### src/rtl/add4_bist.sv
// add4_bist: LFSR stimulus source and response checker for the combinational add4 adder.
// Latency: a run of N_VECTORS checks ends with done raised N_VECTORS+1 edges after start is sampled.
// Backpressure: none; start is ignored in RUN. Define ADD4_BIST_STOP_ON_FAIL_EN to halt on the first mismatch.
module add4_bist #(
    parameter int          N_VECTORS = 16,
    parameter logic [7:0]  SEED      = 8'hA5
) (
    input  logic       clk,
    input  logic       rst_n,
    input  logic       start,
    output logic [3:0] a_o,
    output logic [3:0] b_o,
    input  logic [3:0] s_i,
    input  logic       cout_i,
    output logic       busy,
    output logic       done,
    output logic       pass,
    output logic [7:0] err_count,
    output logic [7:0] vec_count
);

    typedef enum logic [1:0] {IDLE, RUN, DONE} state_t;

    localparam logic [7:0] SEED_EFF = (SEED == 8'h00) ? 8'h01 : SEED;
    localparam logic [7:0] N_LAST   = 8'(N_VECTORS);

    state_t     state, state_nxt;
    logic [7:0] lfsr, lfsr_nxt, lfsr_step;
    logic [7:0] err_nxt, vec_nxt;
    logic       mismatch;

    assign lfsr_step = {lfsr[6:0], lfsr[7] ^ lfsr[5] ^ lfsr[4] ^ lfsr[3]};
    assign mismatch  = {cout_i, s_i} != ({1'b0, a_o} + {1'b0, b_o});

    always_comb begin
        state_nxt = state;
        lfsr_nxt  = lfsr;
        err_nxt   = err_count;
        vec_nxt   = vec_count;
        case (state)
            IDLE: begin
                lfsr_nxt = SEED_EFF;
                err_nxt  = 8'd0;
                vec_nxt  = 8'd0;
                if (start) state_nxt = RUN;
            end
            RUN: begin
                vec_nxt = vec_count + 8'd1;
                if (mismatch && err_count != 8'hFF) err_nxt = err_count + 8'd1;
`ifdef ADD4_BIST_STOP_ON_FAIL_EN
                // Freeze the operands of the failing vector for inspection.
                if (mismatch) begin
                    state_nxt = DONE;
                end else begin
                    lfsr_nxt = lfsr_step;
                    if (vec_nxt == N_LAST) state_nxt = DONE;
                end
`else
                lfsr_nxt = lfsr_step;
                if (vec_nxt == N_LAST) state_nxt = DONE;
`endif
            end
            DONE: begin
                if (start) begin
                    lfsr_nxt  = SEED_EFF;
                    err_nxt   = 8'd0;
                    vec_nxt   = 8'd0;
                    state_nxt = RUN;
                end
            end
            default: state_nxt = IDLE;
        endcase
    end

    always_ff @(posedge clk or negedge rst_n) begin
        if (!rst_n) begin
            state     <= IDLE;
            lfsr      <= SEED_EFF;
            err_count <= 8'd0;
            vec_count <= 8'd0;
        end else begin
            state     <= state_nxt;
            lfsr      <= lfsr_nxt;
            err_count <= err_nxt;
            vec_count <= vec_nxt;
        end
    end

    assign a_o  = lfsr[7:4];
    assign b_o  = lfsr[3:0];
    assign busy = (state == RUN);
    assign done = (state == DONE);
    assign pass = done && (err_count == 8'd0);

endmodule

### config.mk
export PLATFORM = sky130hd
export DESIGN_NAME = add4_bist
export DESIGN_NICKNAME = d
export VERILOG_FILES = /design/src/rtl/add4_bist.sv
export SDC_FILE = /design/constraint.sdc
export NUM_CORES = 1
export LEC_CHECK = 0
export BUFFER_PORTS_ARGS = -buffer_cell sky130_fd_sc_hd__buf_2
export CAP_MARGIN = 20
export CORE_UTILIZATION = 57
export CTS_CLUSTER_DIAMETER = 30
export DETAILED_ROUTE_END_ITERATION = 16
export GPL_ROUTABILITY_DRIVEN = 0
export PLACE_DENSITY_LB_ADDON = 0.15
export RECOVER_POWER = 50
export SYNTH_ARGS = -nofsm -noshare
export SYNTH_HDL_FRONTEND = slang
export SYNTH_SLANG_ARGS = --single-unit
### constraint.sdc
create_clock -name clk -period 6.2 [get_ports clk]
set_input_delay 0.62 -clock clk [delete_from_list [all_inputs] [get_ports clk]]
set_output_delay 0.62 -clock clk [all_outputs]
set_load 0.02 [all_outputs]
==> flow_summary.ini, run 1 <==
[outcome]
status = finished clean

[setup_path]
crit_required_ns = 5.58
criticalPathCategory = reg2out
crit_buf_inv = 2
cp_max_fo = 16
crit_path_max_incr_delay_ns = 0.57
end_kind = primary output
start_kind = flip-flop
r2r_slack_ns = 3.60
cp_cell_sequence = nand2b_1 -> inv_1 -> buf_2
cp_data_arrival_time_ns = 2.13
slowest_stage = nand2b_1
cp_top_family = buffers and inverters

[place]
portBuffers = 34
dp_hpwl_mm = 2.70

[route]
viasPerCell = 6.34
drc = 0
via_count = 1451
wire_per_inst_um = 16.1
drt-initial-drc-count = 33
wirelength_mm = 3.68
firstDrtPassIters = 4
ant_nets = 0

[timing]
setup_viol = 0
finClkSkew_ns = 0.00674
max_freq_ghz = 0.363
fin_hold_ws_ns = 0.533
fin_tns_setup_ns = 0
finalHoldViolCount = 0
min_period_ns = 2.75
rsz0062_at_grt = no
max_slew.worst_pin.slew_ns = 1.38
maxSlewHeadroom_pct = 8.30
post-route-period-util_pct = 44.4
finalMaxSlewViolations = 0

[die]
die_area_mm2 = 0.00303
rows = 18
core_mm2 = 0.00257
die_w_um = 55.0
io_pins = 35
initial_utilization_pct = 62.4
die_h_um = 55.0

[synth]
syn_avg_cell_area_um2 = 9.48
async_flop_share_pct = 100
ys.flop_type = dfrtp_1
synth.net_count = 185
synth_seq_area_share_pct = 40.9
yosys_warnings = 0
ys_types = 47
synth_edf_count = 0
synth_cells = 169
synth-seq-cells = 26
syn-cell-area_mm2 = 0.00160

[finish]
fillers = 221
final_nets = 216
seq_area_um2 = 656
n_antenna_cell = 0
drive_gt1_share_pct = 18.6
multi_input_area_um2 = 895
synthToLayoutAreaGrowth_pct = 12.6
layout_commonest_cell = buf_2
post-route-util_pct = 70.3
most-common-layout-cells = 24 x buf_2, 22 x dfrtp_1, 16 x nand2_1

[grt]
gr-total-overflow = 0
grt_max_degree = 27
grt_antenna_before_repair = 0
grt_pass1_vias = 1253
track_usage_pct = 26.1
grt_pass1_wl_mm = 5.54

[clocking]
cts_buffers = 3
post_cts_buffers = 0
ctsResizeCount = 0
cts_tree = built
h-tree-depth = 1
cts_buffer_depth = 2
cts-root-buf = clkbuf_4
clk_latency_ns = 0.32
clock_sinks = 26
holdBufCountCts = 0
cts.clk_slew.worst_paths_ns = 0.14

[power]
pwr-share-comb_pct = 55.7
clkPwrFrac_pct = 8.7
p_per_area_mw_per_mm2 = 547
power.internal_uw = 519
leakagePower_uw = 0.000804
pwr-share-seq_pct = 35.6
swShare_pct = 47.4
power.net_switching_uw = 468
peakVddDrop_mv = 0.453

[flow_run]
maxCapViolCount = 0

[min_path]
hold_class = reg2reg
[routing by layer]
layer / vias up / wire, um / global-route usage, %
li1: 703 / - / -
met1: 705 / 1680 / 33.0
met2: 41 / 1820 / 45.2
met3: 2 / 161 / 3.55
met4: 0 / 18 / 9.17
met5: - / 0 / 0
[power groups by stage]
| stage | clock (uW) | combinational (uW) | sequential [uW] |
|---|---|---|---|
| 4_1_cts | 87.5 | 560 | 347 |
| 6_report | 85.9 | 550 | 351 |
| 5_1_grt | 93.7 | 605 | 360 |
| 3_3_place_gp | 0 | 538 | 343 |
| 2_1_floorplan | 0 | 351 | 402 |
| 3_5_place_dp | 0 | 556 | 350 |
[cells by family (layout without fill, tap and decap cells)]
| kind of cell | Yosys count | in the layout | share of synthesized area (%) |
|---|---|---|---|
| XOR/XNOR | 7 | 7 | 4.76 |
| multiplexers | 1 | 1 | 0.625 |
| buffers and inverters | 14 | 44 | 3.28 |
| AO/OA/AOI/OAI | 55 | 55 | 23.9 |
| AND/OR/NAND/NOR | 58 | 58 | 19.8 |
| flip-flops | 26 | 26 | 40.9 |
| adder cells (fa/ha/maj) | 8 | 8 | 6.71 |
[final cells by class]
class,instances,area share (%)
Clock buffer,4,2.01
Tap cell,30,2.08
Sequential cell,26,36.3
Multi-Input combinational cell,129,49.6
Inverter,6,1.25
Timing Repair Buffer,34,8.74
[cells in the mapped netlist, drive strengths merged (2+ instances only)]
cell type | instances | area [um^2]
o211ai | 4 | 30.0
nor3 | 3 | 15.0
nor4b | 2 | 23.8
nand2 | 16 | 60.1
nor2 | 10 | 37.5
a21oi | 6 | 30.0
ha | 7 | 87.6
xnor2 | 2 | 17.5
and4 | 2 | 17.5
clkbuf | 7 | 26.3
a22o | 5 | 43.8
inv | 6 | 22.5
nand2b | 2 | 12.5
dfrtp | 22 | 551
nand3 | 5 | 25.0
a21o | 2 | 15.0
o22a | 3 | 26.3
and2 | 3 | 21.3
nand4 | 2 | 12.5
o2bb2ai | 2 | 17.5
xor2 | 4 | 35.0
o2111ai | 2 | 23.8
dfstp | 4 | 105
and3 | 8 | 55.1
a31oi | 9 | 56.3
o21ai | 14 | 70.1
[path summary, 6_finish.rpt]
path,from,to,cells after the start
worst max register to register,lfsr[4],err_count[6],7
max in group asynchronous,rst_n,state[0],1
worst max-delay path,state[1],busy,3
min in group asynchronous,rst_n,err_count[5],1
worst min-delay path,lfsr[0],lfsr[0],2
worst min register to register,lfsr[0],lfsr[0],2
[stage by stage]
step	total power (uW)	setup slack (ns)	instance area, um^2	instances
floorplan	753	3.76	1600	169
global placement	882	3.74	1780	225
detailed placement	906	3.64	1780	225
CTS	994	3.43	1820	229
global route	1060	3.34	1800	229
finish	986	3.45	1800	229
[tightest hold or removal path, stage by stage (launching register included)]
cell     delay [ns]
dfstp_2        0.41
nor2_1         0.09
a21oi_1        0.04
[sequential cells by signal, indices dropped and copies added, names as in the netlist]
register and count:
err_count 8, vec_count 8, lfsr 8, state 2
Note: power is estimated with default switching activity, not from simulation.
==> inputs of run 2 (changes only) <==
CORE_UTILIZATION = 48   (was 57)
clock period = 2.25 ns   (was 6.2 ns; I/O delays follow)
==> flow_summary.ini, run 2 (synthesized netlist as in run 1, its figures left out) <==
[setup_path]
cp_max_fo = 7
cp_cell_sequence = ha_4 -> fa_1 -> xor3_1 -> nor4b_2 -> o2111ai_2 -> and2_4 -> o211ai_1
slowest_stage = dfrtp_2
crit_path_max_incr_delay_ns = 0.45
cp_data_arrival_time_ns = 2.52
end_kind = flip-flop
crit_required_ns = 2.49
criticalPathCategory = reg2reg
start_kind = flip-flop

[route]
via_count = 1475
wire_per_inst_um = 14.5
viasPerCell = 5.81
firstDrtPassIters = 4
ant_nets = 0
drc = 0
wirelength_mm = 3.69
drt-initial-drc-count = 73

[grt]
grt_use_met1_pct = 32.7
top_usage_layer = met2
grt_pass1_vias = 1343
use_met3_pct = 1.95
met2_usage_pct = 37.9
track_usage_pct = 23.0
grt_antenna_before_repair = 0
grt_max_degree = 27
grt_pass1_wl_mm = 6.19
gr-total-overflow = 0

[power]
leakagePower_uw = 0.000861
peakVddDrop_mv = 0.680
p_per_area_mw_per_mm2 = 1490
p_total_uw = 2860

[clocking]
cts_tree = built
clk_latency_ns = 0.31
cts_buffers = 3
cts-root-buf = clkbuf_4
cts.clk_slew.worst_paths_ns = 0.14
ctsResizeCount = 0
cts_buffer_depth = 2
h-tree-depth = 1
clock_sinks = 26

[die]
core_mm2 = 0.00310
die_area_mm2 = 0.00357
initial_utilization_pct = 51.7
io_pins = 35
die_w_um = 59.8
die_h_um = 59.8
rows = 20

[timing]
finClkSkew_ns = 0.00641
fin_ws_ns = -0.0266
setup_viol = 7
max_freq_ghz = 0.439
finalHoldViolCount = 0
maxSlewHeadroom_pct = 7.20
max_slew.worst_pin.slew_ns = 1.39
fin_hold_ws_ns = 0.200
rsz0062_at_grt = yes
finalMaxSlewViolations = 0
post-route-period-util_pct = 101
min_period_ns = 2.28

[finish]
drive_gt1_share_pct = 23.8
multi_input_area_um2 = 907
seq_area_um2 = 657
stdcell_area_mm2 = 0.00192
most-common-layout-cells = 25 x buf_2, 21 x dfrtp_1, 16 x nand2_1
fillers = 280
synthToLayoutAreaGrowth_pct = 19.9
top_regs = err_count (8), lfsr (8), vec_count (8)
layout_commonest_cell = buf_2
post-route-util_pct = 61.9
final_nets = 227
n_antenna_cell = 0

[min_path]
hold_class = in2reg

[place]
portBuffers = 34
dp_hpwl_mm = 2.63
placed_area_mm2 = 0.00187

[outcome]
status = finished with violations
violations = setup timing

[flow_run]
maxCapViolCount = 0
## run 2: where the power goes
| group | internal, uW | switching (uW) |
|---|---|---|
| combinational | 771 | 929 |
| clock | 98.7 | 135 |
| sequential | 680 | 244 |
| total | 1550 | 1310 |
## run 2: worst paths after layout
kind | start | to | slack (ns) | depth (start not counted)
max | lfsr[4] | err_count[2] | -0.03 | 7
min | start | state[0] | 0.20 | 3
max reg2reg | lfsr[4] | err_count[2] | -0.03 | 7
min reg2reg | lfsr[7] | lfsr[7] | 0.56 | 1
max in group asynchronous | rst_n | lfsr[4] | 0.60 | 2
min in group asynchronous | rst_n | err_count[7] | 0.74 | 2
## run 2: cell type report
type / count / share of cell area [%]
Clock buffer: 4 / 1.89
Sequential cell: 26 / 34.2
Tap cell: 44 / 2.86
Inverter: 6 / 1.17
Timing Repair Buffer: 45 / 12.7
Multi-Input combinational cell: 129 / 47.2
## run 2: through the flow
stage,std cells,setup TNS (ns),worst slack (ns)
floorplan,169,0,0.0209
global placement,247,0,0.0300
detailed placement,247,-0.154,-0.0392
CTS,254,-0.157,-0.0372
global route,254,-1.20,-0.184
finish,254,-0.123,-0.0266
## run 2: per-layer routing
metal,share of wire (%),wire [um],vias to the layer above
met5,0,0,-
met4,0.54,20,0
met3,3.6,132,2
met2,46,1690,45
met1,50,1850,710
li1,-,-,718
## run 2: worst max-delay path, delay by kind of cell (launching register included)
family          cells  cell delay (ns)
compound gates      2             0.40
xor+xnor            1             0.23
fa+ha+maj           2             0.58
flops               1             0.45
simple gates        2             0.55
## run 2: what timing repair did
item | CTS | global route
endpoints found under the hold margin | 22 | 0
pin swaps | 2 | 3
setup buffers | 2 | 0
hold buffers | 1 | 0
endpoints found under the setup margin | 6 | 8
==> inputs of run 3 (changes only) <==
CORE_ASPECT_RATIO = 0.7   (was unset)
==> flow_summary.ini, run 3 (synthesized netlist as in run 1, its figures left out) <==
[power]
power.net_switching_uw = 1420
clkPwrFrac_pct = 12.2
p_total_uw = 3180
pwr-share-seq_pct = 29.3
power.internal_uw = 1770
peakVddDrop_mv = 0.747
pwr-share-comb_pct = 58.6
leakagePower_uw = 0.000887
p_per_area_mw_per_mm2 = 1580
swShare_pct = 44.5

[die]
core_mm2 = 0.00317
die_w_um = 71.1
die_area_mm2 = 0.00358
io_pins = 35
initial_utilization_pct = 50.6
rows = 17
die_h_um = 50.3

[clocking]
clock_sinks = 26
clk_latency_ns = 0.27
h-tree-depth = 1
cts.clk_slew.worst_paths_ns = 0.09
cts-root-buf = clkbuf_8
cts_tree = built
cts_buffer_depth = 2
cts_buffers = 3

[setup_path]
crit_start = lfsr[4]
reg2regPathDepth = 8
r2r-start = lfsr[4]
crit_path_frequent_cell = buf_6
crit_required_ns = 2.44
crit_path_max_incr_delay_ns = 0.51
cp-endpoint = err_count[7]
r2r_end = err_count[7]
end_kind = flip-flop
criticalPathCategory = reg2reg
cp_data_arrival_time_ns = 2.52
cp_cell_sequence = ha_4 -> fa_1 -> xor2_2 -> nor4b_2 -> o2111ai_2 -> buf_6 -> buf_6 -> a41oi_2
cp_max_fo = 6
r2r_slack_ns = -0.08
start_kind = flip-flop
slowest_stage = fa_1

[timing]
finClkSkew_ns = 0.00561
finalHoldViolCount = 0
max_freq_ghz = 0.429
setup_viol = 7
fin_ws_ns = -0.0807
post-route-period-util_pct = 104
rsz0062_at_grt = yes
min_period_ns = 2.33
max_slew.worst_pin.slew_ns = 1.36
maxSlewHeadroom_pct = 9.37
finalMaxSlewViolations = 0

[finish]
synthToLayoutAreaGrowth_pct = 25.8
top_regs = err_count (8), lfsr (8), vec_count (8)
fillers = 264
post-route-util_pct = 63.6
n_antenna_cell = 0
final_nets = 229
multi_input_area_um2 = 953
most-common-layout-cells = 24 x buf_2, 21 x dfrtp_1, 15 x nand2_1
seq_area_um2 = 657
drive_gt1_share_pct = 27.4
layout_commonest_cell = buf_2

[grt]
grt_antenna_before_repair = 0
grt_max_degree = 27
grt_pass1_wl_mm = 6.72
grt_pass1_vias = 1370
track_usage_pct = 24.6
gr-total-overflow = 0

[flow_run]
maxCapViolCount = 0

[route]
wirelength_mm = 3.95
drt-initial-drc-count = 97
via_count = 1517
firstDrtPassIters = 10
wire_per_inst_um = 15.8
viasPerCell = 6.07
ant_nets = 0
drc = 3

[outcome]
violations = DRC, setup timing
status = finished with violations

[place]
dp_hpwl_mm = 2.76
portBuffers = 34

[min_path]
hold_class = in2reg
## run 3: changes by cell type in the layout (fill, tap and decap cells not counted), sizes merged
cell / change
bufinv: +1
buf: +1
## run 3: worst min-delay path by stage
| stage | startpoint | endpoint | slack (ns) | cells past startpoint |
|---|---|---|---|---|
| final | start | state[0] | 0.25 | 3 |
| after CTS | start | state[0] | 0.24 | 3 |
| after detailed placement | rst_n | err_count[4] | 0.25 | 1 |
| after floorplan | rst_n | err_count[0] | -0.07 | 0 |
| after global routing | start | state[0] | 0.27 | 3 |
| after global placement | rst_n | err_count[3] | 0.25 | 1 |
## run 3: per-layer routing
layer	vias to the layer above	share of wire [%]	track usage, %
li1	723	-	-
met1	730	48	37.5
met2	60	44	36.1
met3	4	6.8	4.82
met4	0	0.61	5.67
met5	-	0	0
## run 3: area by class of cell
type                            count  area share, %
Sequential cell                    26           32.6
Clock inverter                      1           1.49
Clock buffer                        3           2.05
Multi-Input combinational cell    129           47.3
Tap cell                           38           2.36
Timing Repair Buffer               47           13.2
Inverter                            6           1.12
## run 3: critical path: cells and delay by family (launching register included)
family	cells	cell delay [ns]
adder cells (fa/ha/maj)	2	0.68
flip-flops	1	0.44
AO/OA/AOI/OAI	2	0.34
AND/OR/NAND/NOR	1	0.30
buffers and inverters	2	0.30
XOR/XNOR	1	0.19
## run 3: power groups by stage
stage          Sequential (uW)  Combinational, uW  Clock (uW)
3_3_place_gp               922               1650           0
4_1_cts                    923               1860         392
6_report                   933               1860         387
3_5_place_dp               934               1700           0
2_1_floorplan             1120                965           0
5_1_grt                    974               2040         412
## run 3: repair_timing
action                                  CTS  global route
setup buffers                             3             0
pin swaps                                 6             5
endpoints found under the hold margin    22             0
resized for setup                         8             2
endpoints found under the setup margin    6             8
hold buffers                              1             0
## run 3: stage by stage
stage	cell area (um^2)	std cells	TNS, ns	setup slack (ns)	hold WS [ns]
2_1_floorplan	1620	169	0	0.0209	-0.0706
3_3_place_gp	1870	242	0	0.0168	0.248
3_5_place_dp	1870	242	-0.285	-0.113	0.250
4_1_cts	2020	250	-0.380	-0.0905	0.243
5_1_grt	2020	250	-0.964	-0.156	0.270
6_report	2020	250	-0.372	-0.0807	0.253
